`config.mk`:
```
export PLATFORM = sky130hd
export DESIGN_NAME = mc_control_unit
export DESIGN_NICKNAME = d
export VERILOG_FILES = /design/src/rtl/mc_pkg.sv /design/src/rtl/mc_alu_dec.sv /design/src/rtl/mc_control_unit.sv
export SDC_FILE = /design/constraint.sdc
export NUM_CORES = 1
export LEC_CHECK = 0
export BUFFER_PORTS_ARGS = -buffer_cell sky130_fd_sc_hd__buf_2
export CAP_MARGIN = 20
export CELL_PAD_IN_SITES_DETAIL_PLACEMENT = 1
export CELL_PAD_IN_SITES_GLOBAL_PLACEMENT = 2
export CORE_MARGIN = 4
export CORE_UTILIZATION = 23
export CTS_CLUSTER_DIAMETER = 120
export DETAILED_ROUTE_END_ITERATION = 12
export GPL_TIMING_DRIVEN = 0
export PLACE_DENSITY = 0.88
export RECOVER_POWER = 50
export SKIP_CTS_REPAIR_TIMING = 1
export SLEW_MARGIN = 25
export SYNTH_ARGS = -nofsm -noshare
export SYNTH_HDL_FRONTEND = slang
export SYNTH_SLANG_ARGS = --single-unit
```
`constraint.sdc`:
```
create_clock -name clk -period 2.5 [get_ports clk]
set_clock_uncertainty 0.15 [all_clocks]
set_input_delay 0 -clock clk [delete_from_list [all_inputs] [get_ports clk]]
set_output_delay 0 -clock clk [all_outputs]
set_load 0.02 [all_outputs]
```
`src/rtl/mc_pkg.sv`:
```
// Shared encodings for the multicycle control unit: states, ALU ops, immediate
// formats, opcodes and the datapath strobe bundle.
package mc_pkg;

    localparam int unsigned STATE_W = 4;
    localparam int unsigned ALU_W   = 4;
    localparam int unsigned IMM_W   = 3;
    localparam int unsigned OP_W    = 7;
    localparam int unsigned F3_W    = 3;

    typedef enum logic [STATE_W-1:0] {
        S_FETCH    = 4'd0,
        S_DECODE   = 4'd1,
        S_MEMADR   = 4'd2,
        S_MEMREAD  = 4'd3,
        S_MEMWB    = 4'd4,
        S_MEMWRITE = 4'd5,
        S_EXECR    = 4'd6,
        S_EXECI    = 4'd7,
        S_ALUWB    = 4'd8,
        S_BRANCH   = 4'd9,
        S_JAL      = 4'd10,
        S_JALR     = 4'd11,
        S_LUI      = 4'd12,
        S_AUIPC    = 4'd13,
        S_TRAP     = 4'd14
    } state_e;

    typedef enum logic [ALU_W-1:0] {
        ALU_ADD   = 4'b0000,
        ALU_SUB   = 4'b0001,
        ALU_AND   = 4'b0010,
        ALU_OR    = 4'b0011,
        ALU_XOR   = 4'b0100,
        ALU_SLT   = 4'b0101,
        ALU_SLTU  = 4'b0110,
        ALU_SLL   = 4'b0111,
        ALU_SRL   = 4'b1000,
        ALU_SRA   = 4'b1001,
        ALU_PASSB = 4'b1010
    } alu_op_e;

    typedef enum logic [IMM_W-1:0] {
        IMM_I = 3'b000,
        IMM_S = 3'b001,
        IMM_B = 3'b010,
        IMM_J = 3'b011,
        IMM_U = 3'b100
    } imm_e;

    // Selects how the ALU decoder interprets funct3/funct7b5
    typedef enum logic [2:0] {
        CLS_ADD    = 3'd0,
        CLS_RTYPE  = 3'd1,
        CLS_ITYPE  = 3'd2,
        CLS_BRANCH = 3'd3,
        CLS_PASSB  = 3'd4
    } alu_cls_e;

    typedef struct packed {
        logic       mem_write;
        logic       reg_write;
        logic       ir_write;
        logic       adr_src;
        logic       pc_write;
        logic [1:0] result_src;
        logic [1:0] alu_src_a;
        logic [1:0] alu_src_b;
    } ctrl_t;

    localparam logic [OP_W-1:0] OP_LOAD   = 7'b0000011;
    localparam logic [OP_W-1:0] OP_STORE  = 7'b0100011;
    localparam logic [OP_W-1:0] OP_RTYPE  = 7'b0110011;
    localparam logic [OP_W-1:0] OP_ITYPE  = 7'b0010011;
    localparam logic [OP_W-1:0] OP_BRANCH = 7'b1100011;
    localparam logic [OP_W-1:0] OP_JAL    = 7'b1101111;
    localparam logic [OP_W-1:0] OP_JALR   = 7'b1100111;
    localparam logic [OP_W-1:0] OP_LUI    = 7'b0110111;
    localparam logic [OP_W-1:0] OP_AUIPC  = 7'b0010111;

    // funct3 010/011 never name a branch; the reduced variant supports beq only
    function automatic logic branch_f3_ok(input logic [F3_W-1:0] f3, input logic full);
        if (full) begin
            return (f3 != 3'b010) && (f3 != 3'b011);
        end
        return f3 == 3'b000;
    endfunction

endpackage

```
`src/rtl/mc_alu_dec.sv`:
```
// ALU operation decode from instruction class, funct3 and funct7b5.
module mc_alu_dec
    import mc_pkg::*;
(
    input  alu_cls_e        cls_i,
    input  logic [F3_W-1:0] funct3_i,
    input  logic            funct7b5_i,
    output alu_op_e         alu_ctrl_o
);

    always_comb begin
        alu_ctrl_o = ALU_ADD;
        case (cls_i)
            CLS_RTYPE, CLS_ITYPE: begin
                case (funct3_i)
                    3'b000:  alu_ctrl_o = (cls_i == CLS_RTYPE && funct7b5_i) ? ALU_SUB : ALU_ADD;
                    3'b001:  alu_ctrl_o = ALU_SLL;
                    3'b010:  alu_ctrl_o = ALU_SLT;
                    3'b011:  alu_ctrl_o = ALU_SLTU;
                    3'b100:  alu_ctrl_o = ALU_XOR;
                    3'b101:  alu_ctrl_o = funct7b5_i ? ALU_SRA : ALU_SRL;
                    3'b110:  alu_ctrl_o = ALU_OR;
                    default: alu_ctrl_o = ALU_AND;
                endcase
            end
            // Branch compare: equality via SUB, ordering via SLT/SLTU
            CLS_BRANCH: begin
                case (funct3_i)
                    3'b000, 3'b001: alu_ctrl_o = ALU_SUB;
                    3'b100, 3'b101: alu_ctrl_o = ALU_SLT;
                    3'b110, 3'b111: alu_ctrl_o = ALU_SLTU;
                    default:        alu_ctrl_o = ALU_ADD;
                endcase
            end
            CLS_PASSB: alu_ctrl_o = ALU_PASSB;
            default:   alu_ctrl_o = ALU_ADD;
        endcase
    end

endmodule

```
`src/rtl/mc_control_unit.sv`:
```
// Multicycle RV32I control unit: Moore FSM driving datapath strobes, with
// same-cycle branch resolution and a sticky illegal-instruction trap.
module mc_control_unit
    import mc_pkg::*;
#(
    parameter bit MEM_WAIT    = 1'b0,
    parameter bit FULL_BRANCH = 1'b1
)(
    input  logic               clk,
    input  logic               reset,
    input  logic [OP_W-1:0]    op,
    input  logic [F3_W-1:0]    funct3,
    input  logic               funct7b5,
    input  logic               Zero,
    input  logic               mem_ready,
    output logic               MemWrite,
    output logic               RegWrite,
    output logic               IRWrite,
    output logic               AdrSrc,
    output logic               PCWrite,
    output logic [1:0]         ResultSrc,
    output logic [1:0]         ALUSrcA,
    output logic [1:0]         ALUSrcB,
    output logic [IMM_W-1:0]   ImmSrc,
    output logic [ALU_W-1:0]   ALUControl,
    output logic               illegal,
    output logic [STATE_W-1:0] state_o
);

    state_e   state_q, state_d;
    logic     illegal_q, illegal_d;
    ctrl_t    ctrl;
    alu_cls_e alu_cls;
    alu_op_e  alu_op;
    imm_e     imm_sel;
    logic     mem_go;
    logic     taken;

    assign mem_go = !MEM_WAIT || mem_ready;

    always_ff @(posedge clk) begin
        if (reset) begin
            state_q   <= S_FETCH;
            illegal_q <= 1'b0;
        end else begin
            state_q   <= state_d;
            illegal_q <= illegal_d;
        end
    end

    // beq/bge/bgeu take on a zero compare result, bne/blt/bltu on non-zero
    always_comb begin
        case (funct3)
            3'b000, 3'b101, 3'b111: taken = Zero;
            default:                taken = !Zero;
        endcase
    end

    always_comb begin
        state_d   = state_q;
        illegal_d = illegal_q;
        ctrl      = '0;
        alu_cls   = CLS_ADD;
        case (state_q)
            S_FETCH: begin
                ctrl.ir_write   = 1'b1;
                ctrl.pc_write   = 1'b1;
                ctrl.alu_src_b  = 2'b10;
                ctrl.result_src = 2'b10;
                if (mem_go) state_d = S_DECODE;
            end
            S_DECODE: begin
                ctrl.alu_src_a = 2'b01;
                ctrl.alu_src_b = 2'b01;
                case (op)
                    OP_LOAD, OP_STORE: state_d = S_MEMADR;
                    OP_RTYPE:          state_d = S_EXECR;
                    OP_ITYPE:          state_d = S_EXECI;
                    OP_BRANCH:         state_d = branch_f3_ok(funct3, FULL_BRANCH) ? S_BRANCH : S_TRAP;
                    OP_JAL:            state_d = S_JAL;
                    OP_JALR:           state_d = S_JALR;
                    OP_LUI:            state_d = S_LUI;
                    OP_AUIPC:          state_d = S_AUIPC;
                    default:           state_d = S_TRAP;
                endcase
            end
            S_MEMADR: begin
                ctrl.alu_src_a = 2'b10;
                ctrl.alu_src_b = 2'b01;
                state_d = (op == OP_STORE) ? S_MEMWRITE : S_MEMREAD;
            end
            S_MEMREAD: begin
                ctrl.adr_src = 1'b1;
                if (mem_go) state_d = S_MEMWB;
            end
            S_MEMWB: begin
                ctrl.result_src = 2'b01;
                ctrl.reg_write  = 1'b1;
                state_d = S_FETCH;
            end
            S_MEMWRITE: begin
                ctrl.adr_src   = 1'b1;
                ctrl.mem_write = 1'b1;
                if (mem_go) state_d = S_FETCH;
            end
            S_EXECR: begin
                ctrl.alu_src_a = 2'b10;
                alu_cls = CLS_RTYPE;
                state_d = S_ALUWB;
            end
            S_EXECI: begin
                ctrl.alu_src_a = 2'b10;
                ctrl.alu_src_b = 2'b01;
                alu_cls = CLS_ITYPE;
                state_d = S_ALUWB;
            end
            S_ALUWB: begin
                ctrl.reg_write = 1'b1;
                state_d = S_FETCH;
            end
            S_BRANCH: begin
                ctrl.alu_src_a = 2'b10;
                ctrl.pc_write  = taken;
                alu_cls = CLS_BRANCH;
                state_d = S_FETCH;
            end
            S_JAL: begin
                ctrl.alu_src_a = 2'b01;
                ctrl.alu_src_b = 2'b10;
                ctrl.pc_write  = 1'b1;
                state_d = S_ALUWB;
            end
            S_JALR: begin
                ctrl.alu_src_a  = 2'b10;
                ctrl.alu_src_b  = 2'b01;
                ctrl.result_src = 2'b10;
                ctrl.pc_write   = 1'b1;
                state_d = S_ALUWB;
            end
            S_LUI: begin
                ctrl.alu_src_b = 2'b01;
                alu_cls = CLS_PASSB;
                state_d = S_ALUWB;
            end
            S_AUIPC: begin
                ctrl.alu_src_a = 2'b01;
                ctrl.alu_src_b = 2'b01;
                state_d = S_ALUWB;
            end
            S_TRAP:  state_d = S_TRAP;
            default: state_d = S_TRAP;
        endcase
        if (state_d == S_TRAP) illegal_d = 1'b1;
    end

    mc_alu_dec u_alu_dec (
        .cls_i      (alu_cls),
        .funct3_i   (funct3),
        .funct7b5_i (funct7b5),
        .alu_ctrl_o (alu_op)
    );

    always_comb begin
        case (op)
            OP_STORE:         imm_sel = IMM_S;
            OP_BRANCH:        imm_sel = IMM_B;
            OP_JAL:           imm_sel = IMM_J;
            OP_LUI, OP_AUIPC: imm_sel = IMM_U;
            default:          imm_sel = IMM_I;
        endcase
    end

    // Write strobes are forced low while reset is held, whatever the state
    assign MemWrite   = ctrl.mem_write & ~reset;
    assign RegWrite   = ctrl.reg_write & ~reset;
    assign IRWrite    = ctrl.ir_write  & ~reset;
    assign PCWrite    = ctrl.pc_write  & ~reset;
    assign AdrSrc     = ctrl.adr_src;
    assign ResultSrc  = ctrl.result_src;
    assign ALUSrcA    = ctrl.alu_src_a;
    assign ALUSrcB    = ctrl.alu_src_b;
    assign ImmSrc     = imm_sel;
    assign ALUControl = alu_op;
    assign illegal    = illegal_q;
    assign state_o    = state_q;

endmodule

```
# Word level (Yosys, flattened, before mapping)

Index checks and enable logic that the tools add are counted.

Logic and storage cells: 90
Register bits: 5
Input bits: 15
Output and inout bits: 23

Reductions and logical operators: 22
Equal/unequal tests: 36
Muxes and demuxes: 25
Bitwise gates (word level): 5

Operators with widths:

| operator             | number |
|---|---|
| $pmux W4 S8          | 1 |
| $eq A4 B4 Y1 const B | 7 |
| $pmux W4 S7          | 1 |
| $pmux W3 S4          | 2 |
| $pmux W4 S6          | 1 |
| $eq A7 B6 Y1 const B | 3 |
| $eq A7 B7 Y1 const B | 3 |
| $reduce_or A2 Y1     | 10 |
| $eq A4 B3 Y1 const B | 4 |
| $eq A3 B3 Y1 const B | 5 |
| $eq A7 B5 Y1 const B | 2 |
| $eq A3 B2 Y1 const B | 4 |
| $mux W1              | 12 |
| $pmux W2 S2          | 3 |
| $pmux W4 S3          | 1 |
| $reduce_or A6 Y1     | 2 |
| $pmux W3 S3          | 1 |
| $reduce_or A3 Y1     | 3 |
| $eq A4 B2 Y1 const B | 2 |
| $eq A7 B2 Y1 const B | 1 |
| $eq A3 B1 Y1 const B | 2 |
| $mux W3              | 2 |
| $ne A3 B2 Y1 const B | 2 |
| $reduce_or A5 Y1     | 1 |
| other kinds (9)      | 13 |

# Depth between registers and ports, before layout

Gate-level depths: netlist of run 1.

Depth in word-level cells: 10
Gate-level depth with buffers: 6
Gate-level depth less buffers: 5

# Hierarchy

A second synthesis of run 1 with hierarchy kept.

Cell total of the unflattened synthesis: 121
Area total of the unflattened synthesis: 828.3 um2

Modules (own cells, without submodules):

| module          | times used | area each (um2) | sequential area each (um2) | cells each |
|---|---|---|---|---|
| mc_control_unit | 1          | 689.4           | 100.1                      | 102 |
| mc_alu_dec      | 1          | 138.9           | 0.0                        | 19 |

# Worst setup path after synthesis of run 1

OpenSTA, ideal clock, no wires.

Path kind: flip-flop to output port
Start point: reg state_q[0] (netlist: state_o[0])
End point: out PCWrite
Buffers on the path: 1
Arrival: 1.974 ns
Required time: 2.350 ns
Cell stages (with the launch flop): 4
Setup slack: 0.376 ns
Cells stage by stage: dfxtp_1 -> clkbuf_1 -> nand2_1 -> a2111oi_0

Longest elaborated chain between the ends: 4
Elaborated cells on any way between the ends: 7

RTL lines:

| item                                                    | RTL line               | text |
|---|---|---|
| from (decl)                                             | mc_control_unit.sv:30  | `state_e state_q, state_d;` |
| from (signal assigned)                                  | mc_control_unit.sv:46  | `state_q <= state_d;` |
| $eq A4 B4 Y1 / $logic_not A4 Y1 (equally long branches) | mc_control_unit.sv:64  | `case (state_q)` |
| $reduce_or A3 Y1 (no line)                              | n/a                    |  |
| $pmux W1 S2 (*)                                         | mc_control_unit.sv:64  |  |
| $and A1 B1 Y1 (*)                                       | mc_control_unit.sv:177 | `assign PCWrite = ctrl.pc_write & ~reset;` |
| to (decl)                                               | mc_control_unit.sv:20  | `output logic PCWrite,` |

Mark *: on every way between the ends. The rest lies on a longest branch, timed or not.

# Worst setup path after layout of run 1

Start point: reg state_q[2] (netlist: state_o[2])
End point: out ALUControl[3]

Longest elaborated chain between the ends: 5
Elaborated cells on any way between the ends: 11

RTL lines:

| item                                                | RTL line              | text |
|---|---|---|
| $eq A4 B4 Y1 / $eq A4 B3 Y1 (equally long branches) | mc_control_unit.sv:64 |  |
| $pmux W3 S4 (*)                                     | mc_control_unit.sv:64 |  |
| $eq A3 B2 Y1 / $eq A3 B1 Y1 (equally long branches) | mc_alu_dec.sv:13      | `case (cls_i)` |
| $reduce_or A2 Y1                                    | mc_alu_dec.sv:13      |  |
| $pmux W4 S3 (*)                                     | mc_alu_dec.sv:13      |  |
| to (decl)                                           | mc_control_unit.sv:25 | `output logic [ALU_W-1:0] ALUControl,` |

Marks and branches as above.

==> results of run 1 <==
[synthesized netlist by cell type (all sizes together)]
| library cell | number | area (um2) |
|---|---|---|
| clkbuf | 4 | 16.3 |
| o32ai | 2 | 25.0 |
| nor3b | 1 | 7.51 |
| a21oi | 11 | 55.1 |
| nor4b | 1 | 15.0 |
| o22ai | 1 | 6.26 |
| or3 | 3 | 18.8 |
| nand2b | 4 | 25.0 |
| nand3b | 2 | 15.0 |
| xnor2 | 1 | 8.76 |
| nor3 | 10 | 50.1 |
| or2 | 2 | 12.5 |
| a21bo | 1 | 10.0 |
| o41a | 1 | 11.3 |
| and3b | 1 | 8.76 |
| xor2 | 2 | 17.5 |
| buf | 6 | 42.5 |
| nor2b | 2 | 12.5 |
| nor2 | 11 | 41.3 |
| o211ai | 1 | 7.51 |
| o221ai | 2 | 17.5 |
| dfxtp | 5 | 100 |
| a211oi | 4 | 30.0 |
| o21ai | 10 | 50.1 |
| a22oi | 1 | 12.5 |
| inv | 6 | 22.5 |
| and2 | 1 | 6.26 |
| nor4 | 3 | 18.8 |
| nand2 | 9 | 33.8 |
| a2111oi | 1 | 8.76 |
| nand3 | 4 | 20.0 |
[worst register-to-register path: cells and delay by family (launching register included)]
family          cells  cell delay, ps
flops               1             330
compound gates      3             540
buf+inv             1             340
simple gates        1             270
[state kept, by name (all words and copies together) (netlist names)]
| register | flops |
|---|---|
| illegal | 1 |
| state_o | 4 |
[layer usage]
metal / wire length [um] / part of all wire / GRT usage
met5: 0 / 0 / 0
met4: 0 / 0 / 0.0317
met3: 132 / 0.052 / 0.0211
met2: 1230 / 0.49 / 0.227
met1: 1170 / 0.46 / 0.153
[worst min-delay path by stage]
stage          slack, ps  cells past startpoint         end
2_1_floorplan         20                      2   ImmSrc[0]
3_3_place_gp         230                      4   ImmSrc[2]
3_5_place_dp         230                      4   ImmSrc[2]
4_1_cts                2                      2  state_o[1]
5_1_grt               50                      2  state_o[1]
6_report              10                      2  state_o[1]
[report_power, final]
group | internal [mW] | switching [mW]
registers | 0.108 | 0.0275
logic | 0.272 | 0.536
clock network | 0.0602 | 0.0315
[cells in the final DEF (no fill, tap or decap)]
master,synthesis,final
nor4b_2,1,1
o211ai_1,1,1
a211oi_1,4,4
xnor2_1,1,1
clkbuf_2,1,1
nand3b_1,2,2
nand2b_1,4,4
nor3_1,10,10
a21oi_1,11,11
dfxtp_1,5,5
nand3_1,4,4
o221ai_1,2,2
buf_6,2,2
clkbuf_1,3,14
a21bo_1,1,1
and3b_1,1,1
and2_1,1,1
nand2_1,9,9
nor4_1,3,3
or2_1,1,1
or2_2,1,1
xor2_1,2,2
buf_2,4,25
nor3b_1,1,1
o41a_1,1,1
o21ai_0,10,10
nor2_1,11,11
nor2b_1,2,2
or3_1,3,3
a22oi_1,0,1
clkbuf_4,0,3
o32ai_2,1,1
inv_1,6,6
o32ai_1,1,1
o22ai_1,1,1
a2111oi_0,1,1
[cell families after synthesis]
| logic type | count (synthesis) |
|---|---|
| simple gates | 54 |
| compound gates | 35 |
| buf+inv | 16 |
| flops | 5 |
| xor+xnor | 3 |
[final cells by class]
type / count / area (um2)
multi-input combinational: 92 / 541
timing repair buffer: 31 / 144
sequential: 5 / 100
buffer: 10 / 57.6
tap: 44 / 55.1
clock buffer: 4 / 26.3
fill: 412 / 2080
inverter: 6 / 22.5
[per-stage QoR]
step | power (mW) | instance area [um2] | setup slack [ps] | utilization
2_1_floorplan | 0.726 | 727 | 376 | -
3_3_place_gp | 0.952 | 937 | 803 | 0.310
3_5_place_dp | 0.968 | 937 | 706 | 0.310
4_1_cts | 1.07 | 963 | 438 | 0.318
5_1_grt | 1.14 | 946 | 170 | 0.312
6_report | 1.04 | 946 | 413 | 0.312
==> flow_summary_export.csv, run 1 <==
group,metric,value,unit
clocking,htree_num_levels,1,
global_routing,grt_max_degree,11,
floorplanning,num_rows,20,
clocking,clock-sinks,5,
setup_path,path_class,"register to primary output",
placement,dp_hpwl,2.09,mm
layout,syn_to_final_growth,30.1,%
placement,port_buffers,31,
sta,rsz0062_at_grt,"false",
yosys,netlist_area,727,um2
clocking,cts_tree,"yes",
setup_path,path_buf_inv,2,
pwr,powerDensity,1100,mW/mm2
setup_path,slowest_stage,"clkbuf_1",
pwr,leakagePower,0.376,nW
pwr,ir_worst_vdd,0.378,mV
drt,drt-total-wl,2.53,mm
setup_path,r2r_slack,780,ps
setup_path,reg2reg_to,"illegal",
yosys,synthesis.nets,128,
setup_path,start_kind,"register",
yosys,synth-compound-area-share,0.322,
setup_path,cp.depth,6,
clocking,clock-root-buffer,"clkbuf_4",
global_routing,antenna_found_initial,0,
sta,relSlewSlack,0.692,
drt,ant_nets,0,
yosys,ys.warnings.count,0,
drt,wl_per_cell,13.2,um
setup_path,worstPathRequired,2350,ps
sta,holdWs,9.74,ps
floorplanning,io_pins,38,
setup_path,arrival,1940,ps
global_routing,grt_usage,0.126,
global_routing,grt_overflow,0,
layout,drive_gt1_frac,0.230,
yosys,synthSimpleGateAreaFrac,0.392,
outcome,outcome,"complete, no violations",
layout,fin_cells,192,
sta,slew_viol_final,0,
drt,dr.first_iter.drc_count,43,
clocking,clock_latency,240,ps
setup_path,critPathMaxStageDelay,340,ps
sta,tightestPinTransition,462,ps
floorplanning,core-area,0.00303,mm2
drt,dr.pass1.iters,4,
floorplanning,start_util,0.240,
floorplanning,die_h,64.2,um
floorplanning,die_width,64.2,um
drt,drc,0,
min_path,hp-class,"input pin to register",
drt,viasPerCell,5.07,
sta,setup_tns,0,ps
setup_path,critPathCaptureType,"primary output",
setup_path,crit_path_end,"ALUControl[3]",
sta,finalCritPeriodShare,0.835,
sta,hold_viol_final,0,
yosys,synthMuxAreaShare,0,
drt,vias,973,
clocking,cts_buffers,3,
placement,dpl.cell_count,188,
setup_path,path_cells,"clkbuf_1, nand2b_1, nor2_1, nand2_1, o32ai_1, buf_2",
sta,min_period,2090,ps
yosys,synth_xor_area_frac,0.0361,
yosys,synth_top_family_by_area,"simple AND/OR/NAND/NOR gates",
yosys,synth_adder_area_share,0,
layout,antenna_cells,0,
placement,gp_congestion,0.782,
setup_path,crit_family,"buffers and inverters",
setup_path,reg2reg_from,"state_o[2]",
global_routing,grt_pass1_vias,960,
global_routing,grt_pass1_wl,4.31,mm
yosys,syn-instance-count,113,
clocking,clock_path_buffers,2,
yosys,synth_area_per_cell,6.43,um2
clocking,clk_pin_slew,40,ps
job,maxCapViolCount,0,
sta,fmax,479,MHz
setup_path,r2r_cells,5,
yosys,synth_cell_types,35,
min_path,hold_start,"reset",
setup_path,critPathLaunch,"state_o[2]",
setup_path,worstPathMaxFanout,10,
layout,finalNetCount,164,
yosys,ys_seq_area_frac,0.138,
sta,finalSetupViolCount,0,
floorplanning,die_area,0.00412,mm2
yosys,ys_ff_latch,5,
(Power assumes the default switching activity.)
==> inputs of run 2 (changes only) <==
CORE_UTILIZATION = 19   (was 23)
PLACE_DENSITY = 0.78   (was 0.88)
clock period = 1.7 ns   (was 2.5 ns; I/O delays follow)
==> run 2 against run 1 <==
Count of clock-buffer cells in the layout unchanged; sequential share of layout area shrank 1.2 points; first-iteration DRC count rose by 35%; critical endpoint is now illegal; largest cell class unchanged.
==> flow_summary_export.csv, run 2 (same netlist as run 1, synthesis figures left out) <==
group,metric,value,unit
sta,holdWs,65.2,ps
setup_path,r2r_cells,5,
sta,slew_viol_final,0,
placement,placed_area,962,um2
min_path,hp-class,"input pin to register",
drt,ant_nets,0,
global_routing,grt_pass1_vias,899,
placement,gp_congestion,0.792,
sta,rsz0062_at_grt,"true",
clocking,clock_latency,220,ps
min_path,hold_depth,2,
sta,layout_setup_ws,33.7,ps
job,maxCapViolCount,0,
clocking,clock-sinks,5,
pwr,leakagePower,0.459,nW
drt,dr.first_iter.drc_count,58,
setup_path,start_kind,"register",
pwr,power,1.91,mW
sta,tightestPinTransition,544,ps
setup_path,worstPathMaxFanout,7,
pwr,ir_worst_vdd,0.779,mV
sta,relSlewSlack,0.637,
clocking,clock-root-buffer,"clkbuf_8",
floorplanning,die_h,69.9,um
layout,final_cell_area,0.00111,mm2
layout,drive_gt1_frac,0.437,
layout,syn_to_final_growth,52.8,%
layout,final_cell_mix,"buf_2 (29), a21oi_1 (11), nor3_1 (9)",
floorplanning,core-area,0.00369,mm2
drt,drc,0,
setup_path,reg2reg_to,"illegal",
drt,vias,966,
floorplanning,die_area,0.00488,mm2
floorplanning,die_width,69.9,um
global_routing,antenna_found_initial,0,
drt,wl_per_cell,12.9,um
sta,fmax,600,MHz
setup_path,reg2reg_from,"state_o[3]",
layout,finalNetCount,167,
sta,hold_viol_final,0,
floorplanning,num_rows,22,
sta,finalCritPeriodShare,0.980,
layout,mostFrequentLayoutCell,"buf_2",
layout,fillers,482,
clocking,cts_tree,"yes",
drt,viasPerCell,4.85,
pwr,powerDensity,1710,mW/mm2
setup_path,critPathCaptureType,"register",
drt,drt-total-wl,2.57,mm
global_routing,grt_overflow,0,
placement,port_buffers,31,
clocking,htree_num_levels,1,
global_routing,grt_usage,0.103,
placement,dp_slack,-21.8,ps
clocking,cts_buffers,3,
placement,dp_hpwl,2.00,mm
setup_path,r2r_slack,30,ps
min_path,hold_start,"reset",
global_routing,grt_max_degree,11,
setup_path,worstPathRequired,1680,ps
layout,multiInputGateArea,617,um2
floorplanning,start_util,0.197,
sta,finalSetupViolCount,0,
sta,min_period,1670,ps
layout,antenna_cells,0,
global_routing,grt_pass1_wl,4.26,mm
outcome,outcome,"complete, no violations",
floorplanning,io_pins,38,
clocking,clk_pin_slew,40,ps
layout,regArea,104,um2
layout,final_util,0.301,
clocking,clock_path_buffers,2,
layout,largest_reg_flops,4,
min_path,hold_path_end,"state_o[1]",
setup_path,path_class,"register to register",
drt,dr.pass1.iters,2,
setup_path,arrival,1650,ps
## run 2: cell types whose count changed in the layout (fill, tap and decap cells not counted), moves of 3 or more
| cell | change |
|---|---|
| clkbuf_1 | -11 |
| buf_4 | +7 |
| o21ai_0 | -5 |
| o21ai_1 | +5 |
| buf_2 | +4 |
| nor2_1 | -4 |
| clkbuf_8 | +3 |
| dfxtp_1 | -3 |
| dfxtp_2 | +3 |
## run 2: cell type report
type / count / area share
multi-input combinational: 92 / 0.555
timing repair buffer: 34 / 0.166
sequential: 5 / 0.0935
buffer: 10 / 0.0709
tap: 48 / 0.0541
clock buffer: 4 / 0.0405
inverter: 6 / 0.0203
## run 2: worst max-delay path by stage
stage / start / slack (ps) / endpoint
6_report: state_o[3] / 30 / illegal
3_3_place_gp: state_o[1] / -20 / illegal
2_1_floorplan: state_o[3] / 20 / illegal
4_1_cts: state_o[0] / -250 / ALUControl[0]
5_1_grt: state_o[3] / -60 / illegal
3_5_place_dp: state_o[1] / -20 / illegal
## run 2: power breakdown
part           total [mW]  internal [mW]  switching (mW)
sequential          0.210          0.166          0.0437
clock               0.218          0.161          0.0573
combinational        1.48          0.588           0.889
## run 2: metal layers
| layer | GRT usage | vias to the layer above | wire length [um] |
|---|---|---|---|
| met3 | 0.0259 | 2 | 126 |
| met4 | 0.0191 | 0 | 12 |
| met2 | 0.163 | 21 | 1270 |
| met1 | 0.141 | 454 | 1160 |
| li1 | - | 489 | - |
| met5 | 0 | - | 0 |
## run 2: critical path: stages, from the launching register on
cell and delay (ps):
dfxtp_2 320, or2_1 230, buf_6 130, or3_4 360, a21bo_1 180, o32ai_2 190
## run 2: stage by stage
| step | cells | setup TNS, ps |
|---|---|---|
| finish | 199 | 0 |
| floorplan | 113 | 0 |
| global route | 199 | -68.0 |
| detailed placement | 192 | -33.4 |
| global placement | 192 | -30.8 |
| CTS | 196 | -1510 |
==> inputs of run 3 (changes only) <==
CORE_ASPECT_RATIO = 1.2   (was not set)
==> run 3 against run 2 <==
Sequential share of layout area grew 0.087 points; register-to-register slack barely moved; via count up 2.4%; hold slack gained 16 ps; fmax is 0.56% lower; largest cell class unchanged.
==> flow_summary_export.csv, run 3 (same netlist as run 1, synthesis figures left out) <==
group,metric,value,unit
layout,mostFrequentLayoutCell,"buf_2",
global_routing,grt_overflow,0,
global_routing,grt_usage,0.115,
floorplanning,io_pins,38,
placement,dp_hpwl,2.16,mm
clocking,clock-sinks,5,
placement,dpl.cell_count,196,
clocking,clock_path_buffers,2,
layout,final_cell_area,0.00113,mm2
global_routing,grt_max_degree,11,
drt,dr.first_iter.drc_count,52,
floorplanning,die_width,64.5,um
min_path,hold_path_end,"state_o[0]",
placement,gp_congestion,0.791,
setup_path,r2r_slack,20,ps
floorplanning,die_h,75.8,um
clocking,cts_tree,"yes",
setup_path,reg2reg_to,"illegal",
layout,syn_to_final_growth,55.1,%
placement,placed_area,967,um2
setup_path,arrival,1660,ps
setup_path,slowest_stage,"or3_4",
clocking,clk_pin_slew,40,ps
placement,port_buffers,31,
min_path,hp-class,"input pin to register",
global_routing,antenna_found_initial,0,
layout,fillers,502,
global_routing,grt_pass1_vias,980,
clocking,cts_buffers,3,
setup_path,worstPathMaxFanout,8,
drt,ant_nets,0,
min_path,hold_depth,2,
sta,rsz0062_at_grt,"true",
layout,regArea,106,um2
layout,drive_gt1_frac,0.455,
pwr,powerDensity,1730,mW/mm2
setup_path,path_cells,"or2_1, buf_6, or3_4, a21bo_1, o32ai_2",
sta,slew_viol_final,0,
drt,drc,0,
drt,drt-total-wl,2.77,mm
layout,largest_reg_flops,4,
floorplanning,num_rows,24,
clocking,clock_latency,220,ps
clocking,clock-root-buffer,"clkbuf_8",
pwr,ir_worst_vdd,0.617,mV
drt,vias,989,
layout,multiInputGateArea,606,um2
drt,dr.pass1.iters,4,
pwr,leakagePower,0.463,nW
setup_path,critPathMaxStageDelay,370,ps
sta,relSlewSlack,0.621,
sta,holdWs,81.6,ps
setup_path,reg2reg_from,"state_o[2]",
floorplanning,start_util,0.198,
sta,min_period,1680,ps
sta,finalSetupViolCount,0,
sta,hold_viol_final,0,
sta,tightestPinTransition,568,ps
job,maxCapViolCount,0,
layout,finalNetCount,170,
drt,wl_per_cell,13.5,um
floorplanning,die_area,0.00488,mm2
setup_path,r2r_cells,5,
layout,fin_cells,206,
outcome,outcome,"complete, no violations",
setup_path,start_kind,"register",
drt,viasPerCell,4.80,
layout,antenna_cells,0,
setup_path,path_class,"register to register",
layout,final_cell_mix,"buf_2 (30), a21oi_1 (10), buf_4 (9), nor3_1 (9)",
clocking,htree_num_levels,1,
min_path,hold_start,"reset",
sta,fmax,597,MHz
setup_path,critPathCaptureType,"register",
floorplanning,core-area,0.00366,mm2
sta,finalCritPeriodShare,0.986,
global_routing,grt_pass1_wl,4.50,mm
setup_path,worstPathRequired,1680,ps
==> run 3: cell count changes in the layout (fill, tap and decap cells not counted), sizes merged <==
cell	change
buf	+3
clkinvlp	+1
inv	-1
==> run 3: routing by layer <==
| layer | vias up | share of wire | GRT usage |
|---|---|---|---|
| met1 | 469 | 0.41 | 0.134 |
| met4 | 0 | 0.023 | 0.0493 |
| met3 | 6 | 0.036 | 0.0162 |
| li1 | 494 | - | - |
| met5 | - | 0 | 0 |
| met2 | 20 | 0.53 | 0.211 |
==> run 3: how the worst max path moves through the flow <==
stage	startpoint	end	slack [ps]	cells past startpoint
finish	state_o[2]	illegal	20	5
global route	state_o[0]	ALUControl[0]	-50	7
detailed placement	state_o[0]	ALUControl[0]	-60	7
CTS	state_o[0]	ALUControl[0]	-300	7
floorplan	state_o[3]	illegal	20	5
global placement	state_o[0]	ALUControl[0]	-40	7
==> run 3: cell type report <==
type | instances | area share
Inverter | 6 | 0.0233
Tap cell | 52 | 0.0577
Sequential cell | 5 | 0.0943
Timing Repair Buffer | 37 | 0.180
Clock buffer | 4 | 0.0400
Buffer | 10 | 0.0677
Multi-Input combinational cell | 92 | 0.537
==> run 3: power breakdown <==
group          total (mW)  internal, mW  switching [mW]  leakage (nW)
logic                1.52         0.609           0.908         0.398
registers           0.215         0.171          0.0439        0.0424
clock network       0.219         0.161          0.0580        0.0228
total                1.95         0.941            1.01         0.463
==> run 3: critical path, delay by kind of cell, from the launching register on <==
kind / cells / cell delay, ps
AO/OA/AOI/OAI: 2 / 380
buffers and inverters: 1 / 140
flip-flops: 1 / 320
AND/OR/NAND/NOR: 2 / 600
==> run 3: metrics by stage <==
step / power [mW] / setup WS (ps) / TNS, ps / utilization
global placement: 1.45 / -37.9 / -37.9 / 0.264
CTS: 1.71 / -299 / -2020 / 0.276
global route: 2.12 / -48.9 / -125 / 0.308
floorplan: 1.10 / 20.6 / 0 / -
finish: 1.95 / 24.3 / 0 / 0.308
detailed placement: 1.48 / -59.2 / -102 / 0.264
